===== src/rtl/hazard_ctrl.sv =====
// Pipeline hazard controller for the 5-stage WISC core: data/branch stalls,
// cache-miss freeze FSM, pending redirect tracking and performance counters.
module hazard_ctrl #(
  parameter int unsigned REG_W  = 4,
  parameter int unsigned FLAG_W = 3,
  parameter bit          FWD_EN = 1'b1,
  parameter int unsigned CNT_W  = 16
) (
  input  logic              clk,
  input  logic              rst_n,
  input  logic              id_ex_mem_read,
  input  logic              id_ex_reg_write,
  input  logic              ex_mem_reg_write,
  input  logic [REG_W-1:0]  id_ex_rd,
  input  logic [REG_W-1:0]  ex_mem_rd,
  input  logic [REG_W-1:0]  if_id_rs,
  input  logic [REG_W-1:0]  if_id_rt,
  input  logic              if_id_uses_rt,
  input  logic              if_id_branch,
  input  logic              if_id_branchr,
  input  logic [2:0]        if_id_cond,
  input  logic [FLAG_W-1:0] id_ex_flag_en,
  input  logic [FLAG_W-1:0] ex_mem_flag_en,
  input  logic              branch_taken,
  input  logic              icache_miss,
  input  logic              dcache_miss,
  output logic              pc_wen,
  output logic              if_id_wen,
  output logic              id_ex_wen,
  output logic              ex_mem_wen,
  output logic              mem_wb_wen,
  output logic              if_id_flush,
  output logic              id_ex_flush,
  output logic              redirect,
  output logic              redirect_pending,
  output logic [1:0]        state,
  output logic [CNT_W-1:0]  stall_cycles,
  output logic [CNT_W-1:0]  flush_count
);

  // Bit positions of the condition flags inside the flag-enable vectors.
  localparam int unsigned FLAG_Z = 0;
  localparam int unsigned FLAG_V = 1;
  localparam int unsigned FLAG_N = 2;

  typedef enum logic [1:0] {
    RUN   = 2'b00,
    IMISS = 2'b01,
    DMISS = 2'b10
  } state_t;

  state_t state_r;
  state_t state_nxt;

  logic [FLAG_W-1:0] flag_reads;
  logic              l2u_haz;
  logic              raw_haz;
  logic              br_flag_haz;
  logic              br_reg_haz;
  logic              data_stall;
  logic              taken;
  logic              run_ok;
  logic              pend_clr;

  function automatic logic [FLAG_W-1:0] cond_reads(input logic [2:0] cond);
    logic [FLAG_W-1:0] m;
    m = '0;
    case (cond)
      3'b000, 3'b001: m[FLAG_Z] = 1'b1;
      3'b011:         m[FLAG_N] = 1'b1;
      3'b010, 3'b100, 3'b101: begin
        m[FLAG_Z] = 1'b1;
        m[FLAG_N] = 1'b1;
      end
      3'b110:         m[FLAG_V] = 1'b1;
      default:        m = '0;
    endcase
    return m;
  endfunction

  // True when the ID instruction sources a nonzero register that rd writes.
  function automatic logic reads_reg(input logic [REG_W-1:0] rd,
                                     input logic [REG_W-1:0] rs,
                                     input logic [REG_W-1:0] rt,
                                     input logic             uses_rt);
    return (rd != '0) && ((rs == rd) || (uses_rt && (rt == rd)));
  endfunction

  function automatic logic [CNT_W-1:0] sat_inc(input logic [CNT_W-1:0] v);
    return (&v) ? v : v + {{(CNT_W-1){1'b0}}, 1'b1};
  endfunction

  assign flag_reads  = cond_reads(if_id_cond);
  assign br_flag_haz = (if_id_branch | if_id_branchr) &
                       (|((id_ex_flag_en | ex_mem_flag_en) & flag_reads));
  assign br_reg_haz  = if_id_branchr &
                       ((id_ex_reg_write  & reads_reg(id_ex_rd,  if_id_rs, if_id_rt, 1'b0)) |
                        (ex_mem_reg_write & reads_reg(ex_mem_rd, if_id_rs, if_id_rt, 1'b0)));
  assign l2u_haz     = id_ex_mem_read &
                       reads_reg(id_ex_rd, if_id_rs, if_id_rt, if_id_uses_rt);

  if (FWD_EN) begin : g_fwd
    assign raw_haz = 1'b0;
  end else begin : g_no_fwd
    assign raw_haz =
      (id_ex_reg_write  & reads_reg(id_ex_rd,  if_id_rs, if_id_rt, if_id_uses_rt)) |
      (ex_mem_reg_write & reads_reg(ex_mem_rd, if_id_rs, if_id_rt, if_id_uses_rt));
  end

  assign data_stall = l2u_haz | br_flag_haz | br_reg_haz | raw_haz;
  assign taken      = branch_taken & (if_id_branch | if_id_branchr);

  // The fetch path is genuinely advancing again: this is where a redirect
  // held across an I-miss gets its stale fetched word discarded.
  assign run_ok   = ~dcache_miss & ~data_stall & ~icache_miss;
  assign pend_clr = redirect_pending & run_ok;

  always_comb begin
    pc_wen      = 1'b1;
    if_id_wen   = 1'b1;
    id_ex_wen   = 1'b1;
    ex_mem_wen  = 1'b1;
    mem_wb_wen  = 1'b1;
    if_id_flush = 1'b0;
    id_ex_flush = 1'b0;
    redirect    = 1'b0;
    if (rst_n) begin
      if (dcache_miss) begin
        pc_wen     = 1'b0;
        if_id_wen  = 1'b0;
        id_ex_wen  = 1'b0;
        ex_mem_wen = 1'b0;
        mem_wb_wen = 1'b0;
      end else if (data_stall) begin
        pc_wen      = 1'b0;
        if_id_wen   = 1'b0;
        id_ex_flush = 1'b1;
      end else if (taken) begin
        redirect    = 1'b1;
        if_id_flush = 1'b1;
      end else if (icache_miss) begin
        pc_wen      = 1'b0;
        if_id_flush = 1'b1;
      end
      if (pend_clr) begin
        if_id_flush = 1'b1;
      end
    end
  end

  always_ff @(posedge clk) begin
    if (!rst_n) begin
      state_r <= RUN;
    end else begin
      state_r <= state_nxt;
    end
  end

  always_comb begin
    state_nxt = state_r;
    case (state_r)
      RUN: begin
        if (dcache_miss)      state_nxt = DMISS;
        else if (icache_miss) state_nxt = IMISS;
      end
      IMISS: begin
        if (dcache_miss)       state_nxt = DMISS;
        else if (!icache_miss) state_nxt = RUN;
      end
      DMISS: begin
        if (!dcache_miss) state_nxt = icache_miss ? IMISS : RUN;
      end
      default: state_nxt = RUN;
    endcase
  end

  assign state = state_r;

  always_ff @(posedge clk) begin
    if (!rst_n) begin
      redirect_pending <= 1'b0;
    end else if (redirect && icache_miss) begin
      redirect_pending <= 1'b1;
    end else if (pend_clr) begin
      redirect_pending <= 1'b0;
    end
  end

  always_ff @(posedge clk) begin
    if (!rst_n) begin
      stall_cycles <= '0;
      flush_count  <= '0;
    end else begin
      if (!pc_wen) begin
        stall_cycles <= sat_inc(stall_cycles);
      end
      if (redirect) begin
        flush_count <= sat_inc(flush_count);
      end
    end
  end

endmodule


===== config.mk =====
export PLATFORM = sky130hd
export DESIGN_NAME = hazard_ctrl
export DESIGN_NICKNAME = d
export VERILOG_FILES = /design/src/rtl/hazard_ctrl.sv
export SDC_FILE = /design/constraint.sdc
export NUM_CORES = 1
export LEC_CHECK = 0
export ABC_AREA = 0
export BUFFER_PORTS_ARGS = -buffer_cell sky130_fd_sc_hd__buf_4
export CELL_PAD_IN_SITES_DETAIL_PLACEMENT = 1
export CELL_PAD_IN_SITES_GLOBAL_PLACEMENT = 1
export CORE_UTILIZATION = 31
export CTS_CLUSTER_SIZE = 8
export DETAILED_ROUTE_END_ITERATION = 8
export PLACE_DENSITY_LB_ADDON = 0.15
export SLEW_MARGIN = 20
export SYNTH_ARGS = -nofsm -noshare
export SYNTH_HDL_FRONTEND = slang
export SYNTH_SLANG_ARGS = --single-unit

===== constraint.sdc =====
create_clock -name clk -period 1.94 [get_ports clk]
set_input_delay 0.194 -clock clk [delete_from_list [all_inputs] [get_ports clk]]
set_output_delay 0.194 -clock clk [all_outputs]
set_load 0.02 [all_outputs]

==> run summary <==
==================================================================================
Outcome                                                               finished with violations
Failing checks                                                        design-rule violations
Pin slew with the least headroom to its limit                             411.1 ps
Largest driver fanout on the critical path                                       3
Antenna violations before repair                                                 0
Number of warnings reported in the yosys synthesis log                           0
Post-detailed-route wirelength per cell                                   15.38 um
Slew Limit Fails                                                                 0
Worst clock skew                                                          6.290 ps
Maximum number of pins on one net before global-route repair                    28
Synthesized cell area                                                     2096 um2
Core area                                                                 6422 um2
Synthesized area divided by synthesized cell count                       7.849 um2
First-pass GRT wire length                                                11110 um
Total number of clock tree sinks                                                35
Instance count after placement with tap cells included                         436
Total chip power                                                          1.610 mW
Post-synth top flop                                                   sky130_fd_sc_hd__dfxtp_1
Post-synthesis sequential area ratio                                        0.3343
Clock latency on the worst-skew pair                                        280 ps
Vertical extent of the die                                                84.22 um
Count of unique library cells instantiated by Yosys                             44
Violation count after the first detailed-routing iteration                      80
Total congestion overflow after global routing                                   0
EDFF count, synth                                                                0
WP data required                                                           1750 ps
Worst slack on hold paths                                                 187.1 ps
Power density normalized to cell area                                 513.7 nW/um2
I/O pins                                                                        79
Slack of the worst reg-to-reg path                                           80 ps
Leakage power figure                                                      1.231 nW
Worst Hold End                                                            state[0]
TritonRoute pass-1 iters                                                         6
Number of design rule violations left after detail routing                       4
Final setup violation count                                                      0
Sum of buffers and inverters on the critical path                                3
Maximum capacitance violations                                                   0
Maximum buffer depth of the clock tree                                           2
Slew Limit Headroom                                                         0.7230
Finished Core Util                                                          0.4878
Die Outline Area                                                          7093 um2
Pre-CTS worst setup slack                                                -299.3 ps
Critical path endpoint category                                        output port
Setup repair after global routing missed its margin                            yes
Setup bufs post-CTS                                                              0
Placed wire-length estimate after detailed placement                       5219 um
Critical R2R Capture                                                  flush_count[15]
Depth of the worst register-to-register path                                     6
Count of mapped cells out of synthesis                                         267
Cell depth of the worst hold path                                                3
Slowest stage cell on the critical path                               sky130_fd_sc_hd__or3_4
Vias per std cell                                                            5.393
CP Class                                                                 in -> out
Diodes inserted                                                                  0
Count of state elements after synthesis                                         35
Net count, final                                                               404
Width of the die                                                          84.22 um
Layout Area Growth over Synthesis                                           49.49%
Final Cycle Share                                                           0.9965
Family of cells with the greatest summed delay on the critical path   simple AND/OR/NAND/NOR gates
Starting density of the core                                                0.3263
H-tree depth                                                                     2
Layout cell share with drive strength beyond 1                              0.3798
FMAX                                                                     517.3 MHz
Clock period minus final worst setup slack                                 1933 ps
Peak supply drop                                                       0.0002249 V
Synthesized Nets                                                               305
Type of origin of the critical path                                   primary input
Share of synthesized flip-flops with an asynchronous set or reset                0
Worst path cell trace                                                 buf_4 > nor3_4 > o21ai_1 > a22o_1 > buf_4 > or3_4 > a211oi_2 > buf_4
Antenna viol nets, final                                                         0
Detailed Route WL                                                          6813 um
CP dominant cell by count                                             sky130_fd_sc_hd__buf_4
Clock transition at the registers of the reported paths                      70 ps
Maximum single-stage delay on the critical path                             370 ps
Setup slack of the critical path after layout                             6.796 ps
Startpoint of the lowest-slack hold path                               icache_miss
Total stage count of the critical path                                           8
Worst reg2reg startpoint                                              flush_count[9]
Signal arrival time at the worst endpoint                                  1740 ps
CTS tree                                                                       yes
Number of rows in the core area                                                 29
Last weighted congestion value of the routability-driven placer             0.7571
Overall track demand over capacity in global routing                        0.1924
Class of the tightest hold or removal check                              in -> reg
Clock Root Buffer                                                     sky130_fd_sc_hd__clkbuf_8
Number of port buffers                                                          78
Number of global-route vias before repair                                     2330
Layout Cells excl Fill                                                         443
Final-report hold violation count                                                0
Hold-fix buffers, CTS                                                            0
Num CTS Buffers                                                                  5
Via total after detailed routing                                              2389
==================================================================================
[worst reg2reg max path, stage by stage (launching register included)]
cell and delay [ps]:
sky130_fd_sc_hd__dfxtp_1 400, sky130_fd_sc_hd__nand3_1 170, sky130_fd_sc_hd__nor3_2 230, sky130_fd_sc_hd__nand2_1 120, sky130_fd_sc_hd__or4_1 420, sky130_fd_sc_hd__or3_1 320
sky130_fd_sc_hd__a21oi_1 150
[per-stage QoR]
| step | area [um2] | setup TNS (ps) |
|---|---|---|
| final | 3133 | 0 |
| after global routing | 3133 | -311.7 |
| after CTS | 3065 | 0 |
| after detailed placement | 2952 | -6159 |
| after global placement | 2952 | -4921 |
| after floorplan | 2135 | -87.10 |
[report_power, final]
group / internal (mW) / total (mW) / switching (mW)
Sequential: 0.731 / 0.739 / 0.00824
Combinational: 0.155 / 0.326 / 0.170
Clock: 0.279 / 0.545 / 0.266
Total: 1.16 / 1.61 / 0.445
[synthesized netlist by cell type, drive strengths merged, types with 8 or more instances]
| cell | n | area, um2 |
|---|---|---|
| a21oi | 21 | 105.1 |
| clkbuf | 10 | 37.54 |
| dfxtp | 35 | 700.7 |
| inv | 8 | 30.03 |
| mux2i | 10 | 100.1 |
| nand2 | 31 | 116.4 |
| nand2b | 9 | 56.30 |
| nand3 | 17 | 85.08 |
| nand4 | 9 | 56.30 |
| nor2 | 8 | 30.03 |
| nor3 | 8 | 50.05 |
| nor4 | 8 | 50.05 |
| o21ai | 16 | 80.08 |
| or3 | 14 | 87.58 |
| or4 | 9 | 67.56 |
| xor2 | 9 | 78.83 |
[layout make-up]
type | count | area [um2]
sequential | 35 | 701.9
tap | 77 | 96.34
multi-input combinational | 210 | 1409
inverter | 8 | 30.03
fill | 803 | 3289
clock buffer | 6 | 82.58
timing repair buffer | 106 | 808.3
clock inverter | 1 | 5.005
[sequential cells by signal (all words and copies together) (netlist names)]
signal / flops
state: 2
redirect_pending: 1
flush_count: 16
stall_cycles: 16
[metal layers]
layer	global-route usage	wire length, um	part of all wire	up-vias
li1	-	-	-	1198
met1	0.2401	3057	0.45	1126
met2	0.3331	3342	0.49	59
met3	0.04326	338	0.050	6
met4	0.05329	74	0.011	0
met5	0	0	0	-
[cells in the final DEF (no fill, tap or decap), types with 3 or more instances in the layout]
cell / instances
sky130_fd_sc_hd__or3_1: 12
sky130_fd_sc_hd__nand3_1: 17
sky130_fd_sc_hd__clkbuf_8: 6
sky130_fd_sc_hd__nor3_2: 3
sky130_fd_sc_hd__nor4_2: 6
sky130_fd_sc_hd__o21ai_1: 3
sky130_fd_sc_hd__a21oi_1: 18
sky130_fd_sc_hd__o21ai_0: 13
sky130_fd_sc_hd__or4_1: 8
sky130_fd_sc_hd__nand2_1: 31
sky130_fd_sc_hd__or2_2: 3
sky130_fd_sc_hd__inv_1: 8
sky130_fd_sc_hd__nor3_1: 3
sky130_fd_sc_hd__nand2b_1: 9
sky130_fd_sc_hd__o31ai_1: 6
sky130_fd_sc_hd__nand4_1: 9
sky130_fd_sc_hd__xor2_1: 9
sky130_fd_sc_hd__buf_4: 105
sky130_fd_sc_hd__dfxtp_1: 34
sky130_fd_sc_hd__mux2i_1: 10
sky130_fd_sc_hd__a21oi_2: 3
sky130_fd_sc_hd__nor2_1: 8
[what timing repair did]
| action | CTS | global route |
|---|---|---|
| gates cloned | 0 | 0 |
| resized for setup | 5 | 15 |
| endpoints found under the setup margin | 3 | 24 |
| pin swaps | 0 | 2 |
[how the worst max path moves through the flow]
stage | startpoint | endpoint
5_1_grt | flush_count[7] | flush_count[15]
4_1_cts | if_id_rs[0] | if_id_flush
3_3_place_gp | if_id_cond[1] | flush_count[12]
2_1_floorplan | id_ex_rd[2] | flush_count[3]
6_report | id_ex_rd[2] | if_id_flush
3_5_place_dp | if_id_cond[1] | flush_count[12]
[cell families after synthesis]
| kind of cell | Yosys count | synth area share |
|---|---|---|
| xor gates and xnor gates | 9 | 0.03761 |
| DFF | 35 | 0.3343 |
| and+or+nand+nor | 125 | 0.3307 |
| muxes | 10 | 0.04776 |
| adders and majority gates | 2 | 0.01194 |
| AOI/OAI and AO/OA | 64 | 0.1905 |
| buffers and inverters | 22 | 0.04716 |
No activity file was read; power rests on OpenSTA's default activity.
